### src/rtl/game_sprite_renderer_pkg.sv
// rtl/game_sprite_renderer_pkg.sv - shared types, geometry defaults and sine table
// Contents:
//   coord_t            10-bit screen coordinate
//   DEF_*              default sprite geometry
//   SINE_TABLE         16 x 8-bit sine samples, element 0 in the low byte
package game_sprite_renderer_pkg;

  typedef logic [9:0] coord_t;

  localparam int DEF_PLAYER_X    = 64;
  localparam int DEF_PLAYER_SIZE = 16;
  localparam int DEF_U_WIDTH     = 48;
  localparam int DEF_U_HEIGHT    = 40;
  localparam int DEF_U_THICK     = 8;

  // Leftmost entry is index 15, rightmost is index 0.
  localparam logic [15:0][7:0] SINE_TABLE = {
    8'd79,  8'd38,  8'd11,  8'd1,   8'd11,  8'd38,  8'd79,  8'd128,
    8'd177, 8'd218, 8'd245, 8'd255, 8'd245, 8'd218, 8'd177, 8'd128
  };

endpackage

### src/rtl/game_sprite_renderer_sine_rom.sv
// rtl/game_sprite_renderer_sine_rom.sv - combinational 16-entry sine lookup
// Ports:
//   idx    in  4  table index
//   value  out 8  sine sample for idx
module game_sprite_renderer_sine_rom
  import game_sprite_renderer_pkg::*;
(
  input  logic [3:0] idx,
  output logic [7:0] value
);

  assign value = SINE_TABLE[idx];

endmodule

### src/rtl/game_sprite_renderer.sv
// rtl/game_sprite_renderer.sv - per-pixel hit test for player, U obstacle and sine bars
// Ports:
//   clk, rst                          pixel clock, synchronous active-high reset
//   pix_x, pix_y                      current beam position
//   show_player, player_y             player enable and top row
//   u_x, u_y                          U obstacle top-left corner
//   x_offset, top_x, top_y            sine scroll phase, field left bound, top baseline
//   bottom_x, bottom_y                field right bound, bottom baseline (both exclusive)
//   bar_width, visible_width, height  bar period, drawn pixels per period, max amplitude
//   draw_player, draw_u, draw_double_sin   registered hit flags, one clk latency
module game_sprite_renderer
  import game_sprite_renderer_pkg::*;
#(
  parameter int PLAYER_X    = DEF_PLAYER_X,
  parameter int PLAYER_SIZE = DEF_PLAYER_SIZE,
  parameter int U_WIDTH     = DEF_U_WIDTH,
  parameter int U_HEIGHT    = DEF_U_HEIGHT,
  parameter int U_THICK     = DEF_U_THICK
) (
  input  logic       clk,
  input  logic       rst,
  input  logic [9:0] pix_x,
  input  logic [9:0] pix_y,
  input  logic       show_player,
  input  logic [9:0] player_y,
  input  logic [9:0] u_x,
  input  logic [9:0] u_y,
  input  logic [9:0] x_offset,
  input  logic [9:0] top_x,
  input  logic [9:0] top_y,
  input  logic [9:0] bottom_x,
  input  logic [9:0] bottom_y,
  input  logic [9:0] bar_width,
  input  logic [9:0] visible_width,
  input  logic [9:0] height,
  output logic       draw_player,
  output logic       draw_u,
  output logic       draw_double_sin
);

  localparam logic [10:0] PX_LO   = 11'(PLAYER_X);
  localparam logic [10:0] PX_HI   = 11'(PLAYER_X + PLAYER_SIZE);
  localparam logic [10:0] PSIZE11 = 11'(PLAYER_SIZE);
  localparam logic [10:0] UW11    = 11'(U_WIDTH);
  localparam logic [10:0] UH11    = 11'(U_HEIGHT);
  localparam coord_t      UT10    = 10'(U_THICK);
  localparam coord_t      URARM10 = 10'(U_WIDTH - U_THICK);
  localparam coord_t      UBASE10 = 10'(U_HEIGHT - U_THICK);

  // Range ends are formed at 11 bits so boxes near 1023 do not wrap.
  logic [10:0] px11, py11;
  assign px11 = {1'b0, pix_x};
  assign py11 = {1'b0, pix_y};

  logic player_hit;
  assign player_hit = show_player
                    && (px11 >= PX_LO) && (px11 < PX_HI)
                    && (py11 >= {1'b0, player_y})
                    && (py11 <  {1'b0, player_y} + PSIZE11);

  logic   u_in_box, u_hit;
  coord_t u_dx, u_dy;
  assign u_in_box = (px11 >= {1'b0, u_x}) && (px11 < {1'b0, u_x} + UW11)
                 && (py11 >= {1'b0, u_y}) && (py11 < {1'b0, u_y} + UH11);
  assign u_dx  = pix_x - u_x;
  assign u_dy  = pix_y - u_y;
  assign u_hit = u_in_box && ((u_dx < UT10) || (u_dx >= URARM10) || (u_dy >= UBASE10));

  // Sine bars: phase wraps naturally at 10 bits; a zero period is replaced by 1
  // for the divider and the result is masked off below.
  coord_t      phase, divisor, bar_idx, bar_rem, amp;
  logic [7:0]  sine_val;
  logic [17:0] amp_prod;
  logic        top_hit, bot_hit, sine_hit;

  assign phase   = pix_x - top_x + x_offset;
  assign divisor = (bar_width == 10'd0) ? 10'd1 : bar_width;
  assign bar_idx = phase / divisor;
  assign bar_rem = phase % divisor;

  game_sprite_renderer_sine_rom u_sine_rom (
    .idx   (4'(bar_idx)),
    .value (sine_val)
  );

  assign amp_prod = {10'd0, sine_val} * {8'd0, height};
  assign amp      = 10'(amp_prod >> 8);

  assign top_hit = (py11 >= {1'b0, top_y}) && (py11 < {1'b0, top_y} + {1'b0, amp});
  // bottom_y - amp <= pix_y rewritten as pix_y + amp >= bottom_y to avoid underflow.
  assign bot_hit = (pix_y < bottom_y) && (py11 + {1'b0, amp} >= {1'b0, bottom_y});

  assign sine_hit = (bar_width != 10'd0)
                 && (pix_x >= top_x) && (pix_x < bottom_x)
                 && (bar_rem < visible_width)
                 && (top_hit || bot_hit);

  always_ff @(posedge clk) begin
    if (rst) begin
      draw_player     <= 1'b0;
      draw_u          <= 1'b0;
      draw_double_sin <= 1'b0;
    end else begin
      draw_player     <= player_hit;
      draw_u          <= u_hit;
      draw_double_sin <= sine_hit;
    end
  end

endmodule

### config.mk
export PLATFORM = sky130hd
export DESIGN_NAME = game_sprite_renderer
export DESIGN_NICKNAME = d
export VERILOG_FILES = /design/src/rtl/game_sprite_renderer_pkg.sv /design/src/rtl/game_sprite_renderer_sine_rom.sv /design/src/rtl/game_sprite_renderer.sv
export SDC_FILE = /design/constraint.sdc
export NUM_CORES = 1
export LEC_CHECK = 0
export ABC_AREA = 1
export ABC_CLOCK_PERIOD_IN_PS = 22800
export CELL_PAD_IN_SITES_DETAIL_PLACEMENT = 0
export CELL_PAD_IN_SITES_GLOBAL_PLACEMENT = 1
export CORE_UTILIZATION = 38
export DETAILED_ROUTE_END_ITERATION = 16
export GPL_TIMING_DRIVEN = 0
export PLACE_DENSITY_LB_ADDON = 0.25
export SYNTH_ARGS = -nofsm -noshare
export SYNTH_HDL_FRONTEND = slang
export SYNTH_SLANG_ARGS = --single-unit
export TNS_END_PERCENT = 5
### constraint.sdc
create_clock -name clk -period 22.8 [get_ports clk]
set_input_delay 3.42 -clock clk [delete_from_list [all_inputs] [get_ports clk]]
set_output_delay 3.42 -clock clk [all_outputs]
set_load 0.005 [all_outputs]
Yosys cells after proc, flatten, opt, wreduce, memory -nomap -nowiden --
Memory sizes are Yosys's and may differ from the RTL's. Cells that the tools add are included.
Storage, ports and cells: register bits after elaboration 3, memories kept 1, memory bits (read-only) 128, word-level logic and storage cells 56, bits of input ports 133
Memories:
- (name not given) | words 16, bits a word 8, rd ports 1, clocked after Yosys merged registers in 0, write ports 0, RTL line game_sprite_renderer_sine_rom.sv:12 | assign value = SINE_TABLE[idx];
Cells by class: add/subtract/negate cells 9, reduce and logical (&&, ||, !) cells 19, muxes and demuxes 2, div/mod/pow operators 2, $mul 1, order comparisons 19
Operators by type and width (count):
- 10-bit >= comparator | 5
- 10-bit by 11-bit < comparator with 1-bit output | 4
- 10-bit < comparator | 3
- 10-bit subtractor | 3
- 10-bit by 10-bit adder with 11-bit output | 2
- 10-bit by 6-bit adder with 11-bit output (second input constant) | 2
- 10-bit by 6-bit >= comparator with 1-bit output (second input constant) | 2
- 8-bit by 10-bit multiplier with 18-bit output | 1
- 1-bit logical AND | 14
- 10-bit by 5-bit adder with 11-bit output (second input constant) | 1
- 11-bit by 10-bit >= comparator with 1-bit output | 1
- 10-bit adder | 1
- 10-bit by 10-bit divider with 10-bit output | 1
- 10-bit by 7-bit >= comparator with 1-bit output (second input constant) | 1
- 10-bit logical NOT | 1
- 10-bit by 4-bit < comparator with 1-bit output (second input constant) | 1
- 10-bit by 7-bit < comparator with 1-bit output (second input constant) | 1
- 10-bit by 10-bit remainder unit with 10-bit output | 1
- 10-bit two-way mux | 1
- 10-bit nonzero test | 1
- 8-bit two-way mux | 1
- 4-bit by 5-bit < comparator with 1-bit output (second input constant) | 1
- 1-bit logical OR | 3

Logic depth before layout (Yosys ltp) --
Gate-level depths: netlist (run 1).
depth in word-level cells 11, gate-level depth with buffers 160

Hierarchy --
Synthesis (run 1) repeated with hierarchy kept, for this count alone.
Unflattened totals: cells, all modules 1485, area total of the unflattened synthesis 10188.5 um^2
By module, submodules not included:
- game_sprite_renderer | area an instance 9945.8 um^2, sequential area each 60.1 um^2, times used 1, cells an instance 1441
- game_sprite_renderer_sine_rom | area an instance 242.7 um^2, sequential area each 0.0 um^2, times used 1, cells an instance 44

Least setup slack after synthesis (run 1) --
Ideal clock, no wire load.
kind input to register, from in pix_x[7], to reg draw_double_sin, path slack 0.053 ns, arrival 22.669 ns, cell stages on the path 146, setup time 0.078 ns, cells stage by stage inv_1 fa_1 inv_1 ha_1 nand2_1 inv_1 a21oi_1 nand3_1 nand2_1 nand2_1 ha_1 or2_2 nand3_1 nand3_1 nand2_1 inv_1 ha_1 o21ai_0 (+110 left out) ha_1 a21oi_1 o21ai_0 a21oi_1 nor2_1 a221o_1 xnor2_1 inv_1 ha_1 nand2_1 or3_1 nand3b_1 nand2_1 inv_1 o21ai_0 a21oi_1 a21oi_1 nor3_1
On the way: longest elaborated chain between the ends 11, elaborated cells between the ends (all ways) 21, those cells by class add/sub: 4; mul: 1; div: 2; order compare: 5; mux: 1; reduce/logical: 7; memory: 1
RTL lines:
- from (decl) | RTL line game_sprite_renderer.sv:22 | input logic [9:0] pix_x,
- 10-bit subtractor | RTL line game_sprite_renderer.sv:76 | assign phase = pix_x - top_x + x_offset;
- 10-bit adder | RTL line game_sprite_renderer.sv:76
- 10-bit by 10-bit divider with 10-bit output | RTL line game_sprite_renderer.sv:78 | assign bar_idx = phase / divisor;
- memory 16 x 8 bit
- 8-bit two-way mux (implied by the code) | RTL line game_sprite_renderer_sine_rom.sv:12
- 8-bit by 10-bit multiplier with 18-bit output | RTL line game_sprite_renderer.sv:86 | assign amp_prod = {10'd0, sine_val} * {8'd0, height};
- 10-bit by 10-bit adder with 11-bit output, on equally long branches | RTL line game_sprite_renderer.sv:89, game_sprite_renderer.sv:91
- 10-bit by 11-bit < comparator with 1-bit output / 11-bit by 10-bit >= comparator with 1-bit output (equally long branches) | RTL line game_sprite_renderer.sv:89, game_sprite_renderer.sv:91
- 1-bit logical AND, on equally long branches | RTL line game_sprite_renderer.sv:89, game_sprite_renderer.sv:91
- 1-bit logical OR | RTL line game_sprite_renderer.sv:96 | && (top_hit || bot_hit);
- 1-bit logical AND * | RTL line game_sprite_renderer.sv:96
- to (signal assigned) | RTL line game_sprite_renderer.sv:106 | draw_double_sin <= sine_hit;
- to (decl) | RTL line game_sprite_renderer.sv:38 | output logic draw_double_sin
Mark *: on every way between the ends. The rest lies on a longest branch, timed or not. The select of a mux whose other input is x is not followed. A chain may end at the register's enable or synchronous reset.

Worst setup path in the final report (run 1) --
from in x_offset[2], to reg draw_double_sin
On the way: longest elaborated chain between the ends 10, elaborated cells between the ends (all ways) 16, those cells by class add/sub: 3; mul: 1; div: 2; order compare: 3; mux: 1; reduce/logical: 5; memory: 1
RTL lines:
- from (decl) | RTL line game_sprite_renderer.sv:28 | input logic [9:0] x_offset,
- 10-bit adder * | RTL line game_sprite_renderer.sv:76
- 10-bit by 10-bit divider with 10-bit output | RTL line game_sprite_renderer.sv:78
- memory 16 x 8 bit
- 8-bit two-way mux (implied by the code) | RTL line game_sprite_renderer_sine_rom.sv:12
- 8-bit by 10-bit multiplier with 18-bit output | RTL line game_sprite_renderer.sv:86
- 10-bit by 10-bit adder with 11-bit output, on equally long branches | RTL line game_sprite_renderer.sv:89, game_sprite_renderer.sv:91
- 10-bit by 11-bit < comparator with 1-bit output / 11-bit by 10-bit >= comparator with 1-bit output (equally long branches) | RTL line game_sprite_renderer.sv:89, game_sprite_renderer.sv:91
- 1-bit logical AND, on equally long branches | RTL line game_sprite_renderer.sv:89, game_sprite_renderer.sv:91
- 1-bit logical OR | RTL line game_sprite_renderer.sv:96
- 1-bit logical AND * | RTL line game_sprite_renderer.sv:96
Marked as above.

==> results of run 1 <==
## metal layers
layer,wire (um),GRT usage,vias to the layer above
li1,-,-,5612
met1,14560,0.2934,4866
met2,14030,0.3741,152
met3,937,0.01938,22
met4,257,0.02553,4
met5,23,0,-
## through the flow
stage,hold WS [ns],utilization,cell area [um2]
after floorplan,3.498,-,10410
after detailed placement,4.101,0.4524,12190
final,3.730,0.5378,14490
after global routing,3.774,0.5377,14490
after CTS,3.747,0.5135,13840
after global placement,4.101,0.4524,12190
## cells by family after synthesis
logic type                 after synthesis  synth area share
and+or+nand+nor                        589            0.2498
buffers and inverters                  335            0.1226
adders and majority gates              307            0.4121
AOI/OAI and AO/OA                      250            0.1448
xor gates and xnor gates                73           0.06212
muxes                                    3          0.002884
DFF                                      3          0.005767
## synth_stat cells, types with 11 or more instances
cell type and n:
fa_1 60, ha_1 247, or2_2 14, o211ai_1 11
xnor2_1 24, o21ai_1 13, o21ai_0 45, nand3_1 81
o21bai_1 13, inv_1 311, inv_2 13, nor3_1 16
xor2_1 48, nand2_1 292, nor2_1 118, a21oi_1 117
nand4_1 15
## repair_timing
| item | in CTS | in global routing |
|---|---|---|
| resized for setup | 171 | 103 |
| endpoints found under the setup margin | 1 | 1 |
| pin swaps | 95 | 110 |
| gates cloned | 1 | 0 |
| buffers inserted | 101 | 27 |
| hold buffers | 0 | 0 |
## registers in the layout (all words and copies together) (netlist names)
| register | flops |
|---|---|
| draw_player | 1 |
| draw_double_sin | 1 |
| draw_u | 1 |
## final cells by class
cell class	count	area, um2
antenna	1	2.502
buffer	8	93.84
clock buffer	4	78.83
fill	2612	12460
inverter	327	1241
multi-input combinational	1222	10210
sequential	3	60.06
tap	341	426.7
timing repair buffer	263	2371
timing repair inverter	1	7.507
## tightest hold or removal path, cell delays in order
cell and delay [ns]:
clkdlybuf4s15_2 0.27, nor3_1 0.07, o2111ai_1 0.07, nor2_1 0.06
## worst max path at each step
stage	endpoint	slack, ns	cells past startpoint
after global placement	draw_double_sin	-4.17	146
after detailed placement	draw_double_sin	-4.22	146
after floorplan	draw_double_sin	0.05	146
final	draw_double_sin	-0.74	153
after CTS	draw_double_sin	-1.00	150
after global routing	draw_double_sin	-2.06	153
==> impl_metrics.env, run 1 <==
export IMPL_row_count=60
export IMPL_dp_hpwl_mm=23.98
export IMPL_cts_max_path_buffers=2
export IMPL_drt_total_wl_mm=29.80
export IMPL_final_min_clock_period_ns=23.54
export IMPL_critPathLaunch="x_offset[2]"
export IMPL_drt_initial_drc_count=335
export IMPL_ios=136
export IMPL_die_w_um=167.5
export IMPL_grt_usage=0.2146
export IMPL_status="finished with violations"
export IMPL_worstPathBufferInverterCount=42
export IMPL_path_max_fanout=6
export IMPL_post_place_cells=2036
export IMPL_layout_common_cells="292 x inv_1, 249 x nand2_1, 201 x ha_1"
export IMPL_synth_top_cell_area_share=0.2968
export IMPL_portBuffers=135
export IMPL_ys_flop_type="dfxtp_1"
export IMPL_ant_nets=0
export IMPL_violations="negative setup slack"
export IMPL_syn_nets=2000
export IMPL_min_path_type="in2reg"
export IMPL_maxCapViolCount=0
export IMPL_grt_max_degree=14
export IMPL_vias=10660
export IMPL_cp_arrival_ns=23.65
export IMPL_end_kind="flip-flop"
export IMPL_postSynthCellCount=1560
export IMPL_path_delay_family="adder cells"
export IMPL_final_common_cell="inv_1"
export IMPL_drive_above_1_share=0.2188
export IMPL_tightestPinTransition_ns=0.7183
export IMPL_stdcell_count=2170
export IMPL_fin_tns_setup_ns=-0.7406
export IMPL_synth_async_reset_ratio=0
export IMPL_ys_seq_elements=3
export IMPL_max_freq_mhz=42.48
export IMPL_synth_area_mm2=0.01041
export IMPL_path_common_cell="nand2_1"
export IMPL_clkSinkCount=3
export IMPL_routabilityCongestion=0.8590
export IMPL_die_area_mm2=0.02807
export IMPL_grt_pass1_vias=10780
export IMPL_postLayoutSetupSlackWorst_ns=-0.7406
export IMPL_post_route_period_util=1.032
export IMPL_crit_slowest_cell="fa_1"
export IMPL_yosysWarnings=0
export IMPL_ys_types=59
export IMPL_ys_top_cells_by_area="ha_1 30%, fa_1 12%, inv_1 11%"
export IMPL_root_buffer="clkbuf_16"
export IMPL_final_nets=2269
export IMPL_whs_path_depth=4
export IMPL_crit_type="in2reg"
export IMPL_clk_pin_slew_ns=0.03
export IMPL_rsz0062_at_grt="true"
export IMPL_place_ws_ns=-4.221
export IMPL_area_growth_pct=39.18
export IMPL_first_pass_iters=5
export IMPL_grt_overflow_total=0
export IMPL_yosysTopAreaCell="ha_1"
export IMPL_synth_edf_count=0
export IMPL_critPathMaxStageDelay_ns=0.54
export IMPL_relSlewSlack=0.5206
export IMPL_via_per_inst=4.911
export IMPL_maxSlewViolCount=0
export IMPL_cts_buffers=3
export IMPL_setup_violations=1
export IMPL_drc_errors=0
export IMPL_grt_pass1_wl_mm=50.55
export IMPL_finalHoldViolCount=0
export IMPL_cts_tree="done"
export IMPL_synth_area_per_cell_um2=6.675
export IMPL_cts_max_level=1
export IMPL_cp_start_kind="input pin"
export IMPL_holdPathEnd="draw_player"
export IMPL_worstPathRequired_ns=22.91
export IMPL_ys_seq_area_frac=0.005767
export IMPL_die_h_um=167.5
export IMPL_core_mm2=0.02695
export IMPL_grt_antenna_before_repair=2
export IMPL_start_util=0.3864
export IMPL_detail_route_wl_per_cell_um=13.73
export IMPL_min_from="pix_x[7]"
Power of run 1 is not shown: default switching activity piles up to over one toggle a cycle in this logic, so the estimate is an artifact.
==> run 2: changes to the inputs <==
CORE_UTILIZATION = 40   (was 38)
DONT_BUFFER_PORTS = 1   (was not set)
==> run 2 against run 1 <==
Utilization down 1.9 points; the run still ends with negative setup slack left; hold slack worse by 0.43 ns; fmax up 2.3%; cell count down 7.4%; via count down 3.0%; global-route usage down 0.25 points; cell area down 9.3%; clock-buffer cell count unchanged.
==> impl_metrics.env, run 2 (synthesis gave the netlist of run 1 again) <==
export IMPL_fin_tns_setup_ns=-0.2063
export IMPL_path_max_fanout=8
export IMPL_grt_antenna_before_repair=0
export IMPL_status="finished with violations"
export IMPL_via_per_inst=5.144
export IMPL_worstPathBufferInverterCount=28
export IMPL_clkSinkCount=3
export IMPL_end_kind="flip-flop"
export IMPL_crit_type="in2reg"
export IMPL_portBuffers=0
export IMPL_grt_overflow_total=0
export IMPL_maxSlewViolCount=0
export IMPL_vias=10340
export IMPL_grt_usage=0.2121
export IMPL_start_util=0.4112
export IMPL_die_h_um=163.4
export IMPL_multi_input_area_mm2=0.01032
export IMPL_root_buffer="clkbuf_16"
export IMPL_final_common_cell="inv_1"
export IMPL_cp_depth=145
export IMPL_place_ws_ns=-3.629
export IMPL_cts_tree="done"
export IMPL_grt_pass1_vias=9959
export IMPL_whs_path_depth=1
export IMPL_drc_errors=0
export IMPL_die_w_um=163.4
export IMPL_worstPathRequired_ns=22.93
export IMPL_regArea_um2=60.06
export IMPL_min_from="rst"
export IMPL_reg_top3="draw_double_sin: 1 flops, draw_player: 1 flops, draw_u: 1 flops"
export IMPL_grt_max_degree=14
export IMPL_final_min_clock_period_ns=23.01
export IMPL_area_growth_pct=26.23
export IMPL_grt_pass1_wl_mm=46.78
export IMPL_first_pass_iters=5
export IMPL_tightestPinTransition_ns=0.7899
export IMPL_max_freq_mhz=43.47
export IMPL_fillers=2556
export IMPL_detail_route_wl_per_cell_um=14.74
export IMPL_die_area_mm2=0.02668
export IMPL_rsz0062_at_grt="true"
export IMPL_path_delay_family="simple AND/OR/NAND/NOR gates"
export IMPL_drive_above_1_share=0.2440
export IMPL_relSlewSlack=0.4728
export IMPL_min_path_type="in2reg"
export IMPL_ant_nets=0
export IMPL_antennaDiodeCount=0
export IMPL_postLayoutSetupSlackWorst_ns=-0.2063
export IMPL_holdPathEnd="draw_u"
export IMPL_post_place_cells=1890
export IMPL_row_count=58
export IMPL_routabilityCongestion=0.8361
export IMPL_stdcell_count=2010
export IMPL_cts_max_path_buffers=2
export IMPL_maxCapViolCount=0
export IMPL_setup_violations=1
export IMPL_core_mm2=0.02533
export IMPL_drt_total_wl_mm=29.62
export IMPL_finalHoldViolCount=0
export IMPL_final_nets=2121
export IMPL_violations="negative setup slack"
export IMPL_post_route_period_util=1.009
export IMPL_cp_start_kind="input pin"
export IMPL_hold_buffers=0
export IMPL_cts_buffers=3
export IMPL_cts_max_level=1
export IMPL_cp_arrival_ns=23.14
export IMPL_critPathMaxStageDelay_ns=0.54
export IMPL_crit_slowest_cell="fa_1"
export IMPL_layout_common_cells="289 x inv_1, 236 x nand2_1, 201 x ha_1"
export IMPL_path_common_cell="nand2_2"
export IMPL_ios=136
export IMPL_clk_pin_slew_ns=0.03
export IMPL_drt_initial_drc_count=439
export IMPL_dp_hpwl_mm=23.84
-- run 2: repair_timing --
item	CTS	global route
cloned	0	2
endpoints found under the setup margin	1	1
buffers inserted	39	76
resized for setup	91	205
pin swaps	34	163
-- run 2: worst max-delay path by stage --
| stage | startpoint | endpoint | slack (ns) |
|---|---|---|---|
| floorplan | pix_x[7] | draw_double_sin | 0.05 |
| global placement | pix_x[8] | draw_double_sin | -3.43 |
| detailed placement | pix_x[8] | draw_double_sin | -3.63 |
| CTS | pix_x[8] | draw_double_sin | -1.07 |
| global route | pix_x[5] | draw_double_sin | -1.45 |
| finish | pix_x[5] | draw_double_sin | -0.21 |
-- run 2: metal layers --
layer,wire [um],vias to the layer above,GRT usage
met4,276,0,0.02039
met5,0,-,0
li1,-,5318,-
met3,1387,21,0.02793
met2,13480,182,0.3502
met1,14480,4818,0.3005
-- run 2: cell type report --
class                           count  area share
Buffer                              7    0.006948
Tap cell                          330     0.03141
Inverter                          327     0.09480
Sequential cell                     3    0.004569
Clock buffer                        4    0.005997
Timing Repair inverter              1   0.0005711
Multi-Input combinational cell   1222      0.7848
Timing Repair Buffer              116     0.07091
-- run 2: metrics by stage --
| step | utilization | cell area (um2) | hold slack [ns] |
|---|---|---|---|
| after detailed placement | 0.4275 | 10830 | 3.523 |
| after floorplan | - | 10410 | 3.498 |
| after global routing | 0.5190 | 13150 | 3.290 |
| after CTS | 0.4621 | 11700 | 3.291 |
| after global placement | 0.4275 | 10830 | 3.528 |
| final | 0.5190 | 13150 | 3.300 |
Power of run 2 is left out for the same reason.
